==> src/rtl/id_ex_pipe_reg_if.sv <==
// rtl/id_ex_pipe_reg_if.sv - ID-side inputs and EX-side outputs of the ID/EX pipeline register
interface id_ex_pipe_reg_if #(
  parameter int XLEN   = 32,
  parameter int REG_AW = 5,
  parameter int CNT_W  = 16
);
  logic [REG_AW-1:0] if_id_rs1;
  logic [REG_AW-1:0] if_id_rs2;
  logic              id_uses_rs1;
  logic              id_uses_rs2;
  logic [REG_AW-1:0] id_rd;
  logic [XLEN-1:0]   id_rs1_data;
  logic [XLEN-1:0]   id_rs2_data;
  logic [XLEN-1:0]   id_imm;
  logic [XLEN-1:0]   id_pc;
  logic [8:0]        id_ctrl;
  logic              id_valid;
  logic              ex_flush;

  logic [REG_AW-1:0] id_ex_rs1;
  logic [REG_AW-1:0] id_ex_rs2;
  logic [REG_AW-1:0] id_ex_rd;
  logic [XLEN-1:0]   id_ex_rs1_data;
  logic [XLEN-1:0]   id_ex_rs2_data;
  logic [XLEN-1:0]   id_ex_imm;
  logic [XLEN-1:0]   id_ex_pc;
  logic [8:0]        id_ex_ctrl;
  logic              id_ex_valid;
  logic              stall;
  logic [CNT_W-1:0]  stall_count;

  modport master (
    output if_id_rs1, if_id_rs2, id_uses_rs1, id_uses_rs2, id_rd,
           id_rs1_data, id_rs2_data, id_imm, id_pc, id_ctrl, id_valid, ex_flush,
    input  id_ex_rs1, id_ex_rs2, id_ex_rd, id_ex_rs1_data, id_ex_rs2_data,
           id_ex_imm, id_ex_pc, id_ex_ctrl, id_ex_valid, stall, stall_count
  );

  modport slave (
    input  if_id_rs1, if_id_rs2, id_uses_rs1, id_uses_rs2, id_rd,
           id_rs1_data, id_rs2_data, id_imm, id_pc, id_ctrl, id_valid, ex_flush,
    output id_ex_rs1, id_ex_rs2, id_ex_rd, id_ex_rs1_data, id_ex_rs2_data,
           id_ex_imm, id_ex_pc, id_ex_ctrl, id_ex_valid, stall, stall_count
  );
endinterface

==> src/rtl/id_ex_pipe_reg.sv <==
// rtl/id_ex_pipe_reg.sv - ID/EX pipeline register with load-use hazard stall and stall counter
module id_ex_pipe_reg #(
  parameter int XLEN   = 32,
  parameter int REG_AW = 5,
  parameter int CNT_W  = 16
) (
  input  logic             clk,
  input  logic             rst,
  id_ex_pipe_reg_if.slave  bus
);
  localparam int MEMREAD_BIT = 7;
  localparam logic [CNT_W-1:0] CNT_MAX = {CNT_W{1'b1}};

  logic [REG_AW-1:0] rs1_q, rs1_d, rs2_q, rs2_d, rd_q, rd_d;
  logic [XLEN-1:0]   rs1_data_q, rs1_data_d, rs2_data_q, rs2_data_d;
  logic [XLEN-1:0]   imm_q, imm_d, pc_q, pc_d;
  logic [8:0]        ctrl_q, ctrl_d;
  logic              valid_q, valid_d;
  logic [CNT_W-1:0]  cnt_q, cnt_d;
  logic              hz;
  logic              stall;

  // Hazard looks only at what EX holds now and which registers ID actually reads.
  always_comb begin
    hz = valid_q & ctrl_q[MEMREAD_BIT] & (rd_q != '0) &
         ((bus.id_uses_rs1 & (bus.if_id_rs1 == rd_q)) |
          (bus.id_uses_rs2 & (bus.if_id_rs2 == rd_q)));
    stall = hz & ~bus.ex_flush;
  end

  always_comb begin
    rs1_d      = '0;
    rs2_d      = '0;
    rd_d       = '0;
    rs1_data_d = '0;
    rs2_data_d = '0;
    imm_d      = '0;
    pc_d       = '0;
    ctrl_d     = '0;
    valid_d    = 1'b0;
    if (!(bus.ex_flush || hz)) begin
      rs1_d      = bus.if_id_rs1;
      rs2_d      = bus.if_id_rs2;
      rd_d       = bus.id_rd;
      rs1_data_d = bus.id_rs1_data;
      rs2_data_d = bus.id_rs2_data;
      imm_d      = bus.id_imm;
      pc_d       = bus.id_pc;
      ctrl_d     = bus.id_valid ? bus.id_ctrl : 9'h000;
      valid_d    = bus.id_valid;
    end
  end

  always_comb begin
    cnt_d = cnt_q;
    if (stall && (cnt_q != CNT_MAX)) begin
      cnt_d = cnt_q + CNT_W'(1);
    end
  end

  always_ff @(posedge clk) begin
    if (rst) begin
      rs1_q      <= '0;
      rs2_q      <= '0;
      rd_q       <= '0;
      rs1_data_q <= '0;
      rs2_data_q <= '0;
      imm_q      <= '0;
      pc_q       <= '0;
      ctrl_q     <= '0;
      valid_q    <= 1'b0;
      cnt_q      <= '0;
    end else begin
      rs1_q      <= rs1_d;
      rs2_q      <= rs2_d;
      rd_q       <= rd_d;
      rs1_data_q <= rs1_data_d;
      rs2_data_q <= rs2_data_d;
      imm_q      <= imm_d;
      pc_q       <= pc_d;
      ctrl_q     <= ctrl_d;
      valid_q    <= valid_d;
      cnt_q      <= cnt_d;
    end
  end

  assign bus.id_ex_rs1      = rs1_q;
  assign bus.id_ex_rs2      = rs2_q;
  assign bus.id_ex_rd       = rd_q;
  assign bus.id_ex_rs1_data = rs1_data_q;
  assign bus.id_ex_rs2_data = rs2_data_q;
  assign bus.id_ex_imm      = imm_q;
  assign bus.id_ex_pc       = pc_q;
  assign bus.id_ex_ctrl     = ctrl_q;
  assign bus.id_ex_valid    = valid_q;
  assign bus.stall          = stall;
  assign bus.stall_count    = cnt_q;
endmodule

==> src/flat_wrapper.sv <==
// flat-port wrapper written by rule: the top's interface ports become plain ports
module id_ex_pipe_reg_flat 
#(
  parameter int XLEN   = 32,
  parameter int REG_AW = 5,
  parameter int CNT_W  = 16
)
  (clk, rst, bus_if_id_rs1, bus_if_id_rs2, bus_id_uses_rs1, bus_id_uses_rs2, bus_id_rd, bus_id_rs1_data, bus_id_rs2_data, bus_id_imm, bus_id_pc, bus_id_ctrl, bus_id_valid, bus_ex_flush, bus_id_ex_rs1, bus_id_ex_rs2, bus_id_ex_rd, bus_id_ex_rs1_data, bus_id_ex_rs2_data, bus_id_ex_imm, bus_id_ex_pc, bus_id_ex_ctrl, bus_id_ex_valid, bus_stall, bus_stall_count);
  id_ex_pipe_reg_if #(.XLEN(XLEN), .REG_AW(REG_AW), .CNT_W(CNT_W)) bus_i ();
  input  logic clk;
  input  logic rst;
  input wire logic [$bits(bus_i.if_id_rs1)-1:0] bus_if_id_rs1;
  input wire logic [$bits(bus_i.if_id_rs2)-1:0] bus_if_id_rs2;
  input wire logic [$bits(bus_i.id_uses_rs1)-1:0] bus_id_uses_rs1;
  input wire logic [$bits(bus_i.id_uses_rs2)-1:0] bus_id_uses_rs2;
  input wire logic [$bits(bus_i.id_rd)-1:0] bus_id_rd;
  input wire logic [$bits(bus_i.id_rs1_data)-1:0] bus_id_rs1_data;
  input wire logic [$bits(bus_i.id_rs2_data)-1:0] bus_id_rs2_data;
  input wire logic [$bits(bus_i.id_imm)-1:0] bus_id_imm;
  input wire logic [$bits(bus_i.id_pc)-1:0] bus_id_pc;
  input wire logic [$bits(bus_i.id_ctrl)-1:0] bus_id_ctrl;
  input wire logic [$bits(bus_i.id_valid)-1:0] bus_id_valid;
  input wire logic [$bits(bus_i.ex_flush)-1:0] bus_ex_flush;
  output wire logic [$bits(bus_i.id_ex_rs1)-1:0] bus_id_ex_rs1;
  output wire logic [$bits(bus_i.id_ex_rs2)-1:0] bus_id_ex_rs2;
  output wire logic [$bits(bus_i.id_ex_rd)-1:0] bus_id_ex_rd;
  output wire logic [$bits(bus_i.id_ex_rs1_data)-1:0] bus_id_ex_rs1_data;
  output wire logic [$bits(bus_i.id_ex_rs2_data)-1:0] bus_id_ex_rs2_data;
  output wire logic [$bits(bus_i.id_ex_imm)-1:0] bus_id_ex_imm;
  output wire logic [$bits(bus_i.id_ex_pc)-1:0] bus_id_ex_pc;
  output wire logic [$bits(bus_i.id_ex_ctrl)-1:0] bus_id_ex_ctrl;
  output wire logic [$bits(bus_i.id_ex_valid)-1:0] bus_id_ex_valid;
  output wire logic [$bits(bus_i.stall)-1:0] bus_stall;
  output wire logic [$bits(bus_i.stall_count)-1:0] bus_stall_count;
  assign bus_i.if_id_rs1 = bus_if_id_rs1;
  assign bus_i.if_id_rs2 = bus_if_id_rs2;
  assign bus_i.id_uses_rs1 = bus_id_uses_rs1;
  assign bus_i.id_uses_rs2 = bus_id_uses_rs2;
  assign bus_i.id_rd = bus_id_rd;
  assign bus_i.id_rs1_data = bus_id_rs1_data;
  assign bus_i.id_rs2_data = bus_id_rs2_data;
  assign bus_i.id_imm = bus_id_imm;
  assign bus_i.id_pc = bus_id_pc;
  assign bus_i.id_ctrl = bus_id_ctrl;
  assign bus_i.id_valid = bus_id_valid;
  assign bus_i.ex_flush = bus_ex_flush;
  assign bus_id_ex_rs1 = bus_i.id_ex_rs1;
  assign bus_id_ex_rs2 = bus_i.id_ex_rs2;
  assign bus_id_ex_rd = bus_i.id_ex_rd;
  assign bus_id_ex_rs1_data = bus_i.id_ex_rs1_data;
  assign bus_id_ex_rs2_data = bus_i.id_ex_rs2_data;
  assign bus_id_ex_imm = bus_i.id_ex_imm;
  assign bus_id_ex_pc = bus_i.id_ex_pc;
  assign bus_id_ex_ctrl = bus_i.id_ex_ctrl;
  assign bus_id_ex_valid = bus_i.id_ex_valid;
  assign bus_stall = bus_i.stall;
  assign bus_stall_count = bus_i.stall_count;
  id_ex_pipe_reg #(.XLEN(XLEN), .REG_AW(REG_AW), .CNT_W(CNT_W)) u_core (.clk(clk), .rst(rst), .bus(bus_i));
endmodule
==> config.mk <==
export PLATFORM = sky130hd
export DESIGN_NAME = id_ex_pipe_reg_flat
export DESIGN_NICKNAME = d
export VERILOG_FILES = /design/src/rtl/id_ex_pipe_reg_if.sv /design/src/rtl/id_ex_pipe_reg.sv /design/src/flat_wrapper.sv
export SDC_FILE = /design/constraint.sdc
export NUM_CORES = 1
export LEC_CHECK = 0
export ABC_AREA = 1
export BUFFER_PORTS_ARGS = -buffer_cell sky130_fd_sc_hd__clkbuf_2
export CAP_MARGIN = 20
export CORE_MARGIN = 4
export CORE_UTILIZATION = 39
export CTS_BUF_LIST = sky130_fd_sc_hd__clkbuf_4 sky130_fd_sc_hd__clkbuf_8 sky130_fd_sc_hd__clkbuf_16
export DETAILED_ROUTE_END_ITERATION = 12
export GPL_TIMING_DRIVEN = 0
export PLACE_DENSITY_LB_ADDON = 0.12
export RECOVER_POWER = 50
export SETUP_SLACK_MARGIN = 0.05
export SLEW_MARGIN = 20
export SYNTH_ARGS = -nofsm -noshare
export SYNTH_HDL_FRONTEND = slang
export SYNTH_SLANG_ARGS = --single-unit
==> constraint.sdc <==
create_clock -name clk -period 1.45 [get_ports clk]
set_input_delay 0.0725 -clock clk [delete_from_list [all_inputs] [get_ports clk]]
set_output_delay 0.0725 -clock clk [all_outputs]
set_load 0.02 [all_outputs]
Word-level counts from Yosys, hierarchy flattened
Index checks and enable logic that the tools add are counted.

word-level totals
  word-level logic and storage cells = 28
  flip-flop bits (word level) = 169
  bits of input ports = 158

cells by class
  equal/unequal tests = 3
  add/subtract/negate cells = 1
  bitwise gates (word level) = 9
  reductions and logical operators = 5

operator list
  cell                   count
  $add 16x1->16 const B  1
  $ne 16x16->1 const B   1
  $eq 5x5->1             2
  $and 1x1->1            6
  $reduce_bool 5->1      1
  $reduce_or 3->1        1
  $not 1->1              2
  $reduce_or 2->1        1
  $logic_and 1x1->1      1
  $logic_or 1x1->1       1
  $or 1x1->1             1

Longest topological paths before layout
  depth after elaboration = 6
  gate-level depth with buffers = 12

Worst setup path before layout
No wires, ideal clock.

  path type = register to register
  from = register u_core.rd_q[2] (netlist: u_core.bus.id_ex_rd[2])
  to = register u_core.cnt_q[13] (netlist: u_core.bus.stall_count[13])
  data arrival time = 1.632 ns
  setup time = 0.115 ns
  stages on the path, launching flop included = 12
  clock period less this slack = 1.747 ns
  setup slack = -0.297 ns
  cells stage by stage = dfxtp_1 > inv_1 > nand2_1 > nand2_1 > nor2_1 > nand3_1 > nand2_2 > nand2_1 > nor2_1 > nand3_1 > nand2_1 > nor2_1

between the ends
  longest elaborated chain between the ends = 6
  elaborated cells on any way between the ends = 10
  those cells by class = 2 x eq/ne; 6 x bitwise; 2 x reduce/logical

ends and longest elaborated chain
  item                            RTL line                                    RTL
  start, declared                 id_ex_pipe_reg.sv:14                        logic [REG_AW-1:0] rs1_q, rs1_d, rs2_q, rs2_d, rd_q, rd_d;
  start signal, assigned          id_ex_pipe_reg.sv:76                        rd_q <= rd_d;
  $eq 5x5->1 (on tied branches)   id_ex_pipe_reg.sv:26, id_ex_pipe_reg.sv:27
  $and 1x1->1 (on tied branches)  id_ex_pipe_reg.sv:26, id_ex_pipe_reg.sv:27
  $or 1x1->1                      id_ex_pipe_reg.sv:26                        ((bus.id_uses_rs1 & (bus.if_id_rs1 == rd_q)) |
  $and 1x1->1 (*)                 id_ex_pipe_reg.sv:25                        hz = valid_q & ctrl_q[MEMREAD_BIT] & (rd_q != '0) &
  $and 1x1->1 (*)                 id_ex_pipe_reg.sv:28                        stall = hz & ~bus.ex_flush;
  net bus_stall                   flat_wrapper.sv:33                          output wire logic [$bits(bus_i.stall)-1:0] bus_stall;
  $logic_and 1x1->1 (*)           id_ex_pipe_reg.sv:56                        if (stall && (cnt_q != CNT_MAX)) begin
  end signal, assigned            id_ex_pipe_reg.sv:83                        cnt_q <= cnt_d;
  end, declared                   id_ex_pipe_reg.sv:19                        logic [CNT_W-1:0] cnt_q, cnt_d;

The timed path passes the listed nets; every way through them passes the cells marked *.
A chain may end at the register's enable or synchronous reset.

Worst setup path after layout
  from = register u_core.rd_q[4] (netlist: u_core.bus.id_ex_rd[4])
  to = register u_core.pc_q[14] (netlist: u_core.bus.id_ex_pc[14])

between the ends
  longest elaborated chain between the ends = 6
  elaborated cells on any way between the ends = 10
  those cells by class = 2 x eq/ne; 5 x bitwise; 3 x reduce/logical

ends and longest elaborated chain
  item                                  RTL line                                    RTL
  $eq 5x5->1 (on tied branches)         id_ex_pipe_reg.sv:26, id_ex_pipe_reg.sv:27
  $and 1x1->1 (on tied branches)        id_ex_pipe_reg.sv:26, id_ex_pipe_reg.sv:27
  $or 1x1->1                            id_ex_pipe_reg.sv:26
  $and 1x1->1 (*)                       id_ex_pipe_reg.sv:25
  $logic_or 1x1->1 (*)                  id_ex_pipe_reg.sv:41                        if (!(bus.ex_flush || hz)) begin
  $reduce_or 2->1 (no source line) (*)  --
  end signal, assigned                  id_ex_pipe_reg.sv:80                        pc_q <= pc_d;
  end, declared                         id_ex_pipe_reg.sv:16                        logic [XLEN-1:0] imm_q, imm_d, pc_q, pc_d;

Mark *: on every way between the ends. The rest lies on a longest branch, timed or not.

==> flow_summary.json <==
{
  "io_buffers": 327,
  "drive_above_1_share_pct": 38.3,
  "cts_sinks": 169,
  "rsz0062_at_grt": "true",
  "min_period_ps": 1740,
  "r2r_end": "u_core.bus.id_ex_pc[14]$_SDFF_PP0_",
  "ff_latch_area_sq_um": 3430,
  "multiInputGateArea_sq_um": 1690,
  "ys_ff_latch": 169,
  "fmaxAchievable_mhz": 575,
  "via_per_inst": 4.38,
  "layout.nets": 1378,
  "violations": "negative setup slack",
  "maxCapViolCount": 0,
  "worstMarginPinSlew_ps": 508,
  "clkPwrFrac_pct": 41.7,
  "crit_required_ps": 1790,
  "pwr-share-comb_pct": 14.3,
  "syn_area_sq_um": 5440,
  "outcome": "complete, but fails checks",
  "grt_pass1_vias": 6140,
  "fill_cells": 890,
  "dp_hpwl_um": 13100,
  "slowest_delay_ps": 360,
  "reg2reg_depth": 13,
  "grt_pass1_wl_um": 31800,
  "crit_family": "simple AND/OR/NAND/NOR gates",
  "fin_hold_ws_ps": 99.1,
  "dr_total_vias": 6178,
  "final_cell_mix": "clkbuf_2 (242), inv_1 (169), dlygate4sd3_1 (153)",
  "powerDensity_nw_per_um2": 1040,
  "coreArea_sq_um": 13500,
  "ioPinCount": 328,
  "final.setup.tns_ps": -31770,
  "root_buffer": "clkbuf_16",
  "worst_hold_path.num_cells": 4,
  "dieArea_sq_um": 15900,
  "hold_class": "input port to flip-flop",
  "drt-wirelength-per-cell_um": 16.1,
  "overflow": 0,
  "synthToLayoutAreaGrowth_pct": 94.3,
  "power.switching_w": 0.00275,
  "synth_nets": 837,
  "p_total_w": 0.0110,
  "final_util_pct": 78.6,
  "r2r_slack_ps": -290,
  "p_sw_share_pct": 24.9,
  "rr_startpoint": "u_core.bus.id_ex_rd[4]$_SDFF_PP0_",
  "clk_latency_ps": 420,
  "worstSetupStartpointType": "flip-flop",
  "drc": 0,
  "final_common_cell": "clkbuf_2",
  "min_to": "u_core.bus.id_ex_ctrl[2]$_SDFF_PP0_",
  "cellInternalPower_w": 0.00827,
  "place.gp.congestion": 0.848,
  "power_leakage_nw": 5.49,
  "fp-row-count": 42,
  "initial_utilization_pct": 40.4,
  "worst_clock_skew_ps": 8.07,
  "worst-path-buf-inv": 5,
  "clkTransAtPathRegs_ps": 70,
  "die_h_um": 126,
  "worst-endpoint-arrival_ps": 2080,
  "cp-end-kind": "flip-flop",
  "grt_max_degree": 17,
  "crit_type": "flip-flop to flip-flop",
  "die_w_um": 126,
  "cp_max_fo": 7,
  "min_from": "bus_id_valid",
  "finalHoldViolations": 0,
  "synthCells": 678,
  "htreeDepth": 4,
  "slowest_stage": "dfxtp_4",
  "antenna_found_initial": 2,
  "cts_tree": "yes",
  "drt_iter0_drc": 324,
  "path_common_cell": "nand2_2",
  "cts_buffers": 17,
  "drv_slew": 0,
  "first_pass_iters": 4,
  "synth_cell_types": 22,
  "ir_drop_mv": 1.06,
  "timing.final.ws_setup_ps": -289,
  "finalSetupViolCount": 159,
  "avgSynthCellArea_sq_um": 8.02,
  "relSlewSlack_pct": 66.2,
  "synth_sequential_area_ratio_pct": 62.2,
  "antenna_left": 0,
  "cts.path.max_buffers": 2,
  "path_cells": "inv_4 > nand2_2 > nand2_2 > nor2_1 > nand3_1 > nand2_2 > nand2_4 > buf_6 > nand3_4 > buf_12 > buf_16 > clkbuf_16 > nor2_1",
  "routed_wl_um": 22600,
  "fin_crit_sh_pct": 120,
  "grtUsageTotal_pct": 25.3,
  "synth_warnings": 0,
  "p_seq_share_pct": 44.0
}
## logic make-up (layout without fill, tap and decap cells)
logic type | Yosys count | in the layout | share of synthesized area, %
adder cells (fa/ha/maj) | 1 | 1 | 0.230
other | 0 | 2 | 0
XOR/XNOR | 1 | 1 | 0.161
buffers and inverters | 195 | 749 | 14.7
AND/OR/NAND/NOR | 306 | 306 | 22.0
AO/OA/AOI/OAI | 6 | 6 | 0.621
flip-flops | 169 | 169 | 62.2
## layout make-up
class,instances,area share [%]
Tap cell,176,2.08
Inverter,178,6.39
Clock inverter,10,0.982
Clock buffer,22,4.77
Sequential cell,169,32.5
Multi-Input combinational cell,314,16.0
Buffer,17,2.36
Antenna cell,2,0.0473
Timing Repair Buffer,522,34.9
## metrics by stage
| step | std cells | worst slack (ps) | cell area, sq um |
|---|---|---|---|
| after floorplan | 678 | 4.94 | 5510 |
| after global placement | 1181 | -240 | 7370 |
| after detailed placement | 1181 | -264 | 7370 |
| after CTS | 1387 | -261 | 10100 |
| after global routing | 1410 | -365 | 10600 |
| final | 1410 | -289 | 10600 |
## worst reg2reg max path: cells and delay by family (launching register included)
kind                   cells  cell delay [ps]
buffers and inverters      5              660
and+or+nand+nor            8              650
DFF                        1              360
## power groups by stage
stage	Clock, W	Combinational (W)	Sequential (W)
after floorplan	0	0.000257	0.00516
after global placement	0	0.000926	0.00495
after detailed placement	0	0.000930	0.00495
after CTS	0.00464	0.00140	0.00485
after global routing	0.00486	0.00168	0.00486
final	0.00459	0.00157	0.00485
## how the worst max path moves through the flow
stage	start	end	slack, ps	cells past startpoint
4_1_cts	u_core.bus.id_ex_rd[2]$_SDFF_PP0_	bus_stall	-260	9
3_3_place_gp	u_core.bus.id_ex_rd[2]$_SDFF_PP0_	u_core.bus.id_ex_rs2_data[29]$_SDFF_PP0_	-240	11
3_5_place_dp	u_core.bus.id_ex_rd[2]$_SDFF_PP0_	u_core.bus.id_ex_rs2_data[29]$_SDFF_PP0_	-260	11
6_report	u_core.bus.id_ex_rd[4]$_SDFF_PP0_	u_core.bus.id_ex_pc[14]$_SDFF_PP0_	-290	13
2_1_floorplan	u_core.bus.stall_count[0]$_SDFFE_PP0P_	u_core.bus.stall_count[14]$_SDFFE_PP0P_	5	12
5_1_grt	u_core.bus.id_ex_rd[4]$_SDFF_PP0_	u_core.bus.id_ex_imm[15]$_SDFF_PP0_	-370	13
## layer usage
layer / part of all wire (%) / up-vias / GRT usage [%]
li1: - / 2990 / -
met1: 35 / 2854 / 25.9
met2: 56 / 267 / 48.3
met3: 5.5 / 67 / 7.11
met4: 3.7 / 0 / 9.65
met5: 0 / - / 0
## state kept, by name, indices dropped and copies added, names as in the netlist
name	flops
u_core.bus.id_ex_rs1	5
u_core.bus.stall_count	16
u_core.bus.id_ex_rs1_data	32
u_core.bus.id_ex_imm	32
u_core.bus.id_ex_rs2_data	32
u_core.bus.id_ex_ctrl	9
u_core.bus.id_ex_valid	1
u_core.bus.id_ex_pc	32
u_core.bus.id_ex_rd	5
u_core.bus.id_ex_rs2	5
## repair_timing
| item | 4_1_cts | 5_1_grt |
|---|---|---|
| gates resized for setup | 79 | 117 |
| setup endpoints to repair | 170 | 170 |
| buffers inserted | 15 | 13 |
| gates cloned | 6 | 9 |
| endpoints found under the hold margin | 153 | 0 |
| pin swaps | 15 | 27 |
| hold buffers | 153 | 0 |
## cells in the mapped netlist
master    count  area (sq um)
nand4_1       7          43.8
nand2_1      77           289
nor2_1      207           777
nor3_1        1          5.00
xor2_1        1          8.76
inv_1       173           649
nand3_1      11          55.1
clkinv_1      1          3.75
a21oi_1       1          5.00
a31oi_1       1          6.26
nand4_2       1          12.5
nand3_2       1          10.0
ha_1          1          12.5
dfxtp_1     169          3380
nand2_2       1          6.26
buf_2         8          40.0
o21ai_1       1          5.00
o21bai_1      1          7.51
o21ai_0       2          10.0
inv_2         4          15.0
clkbuf_1      1          3.75
buf_6         8          90.1
(Power assumes the default switching activity.)
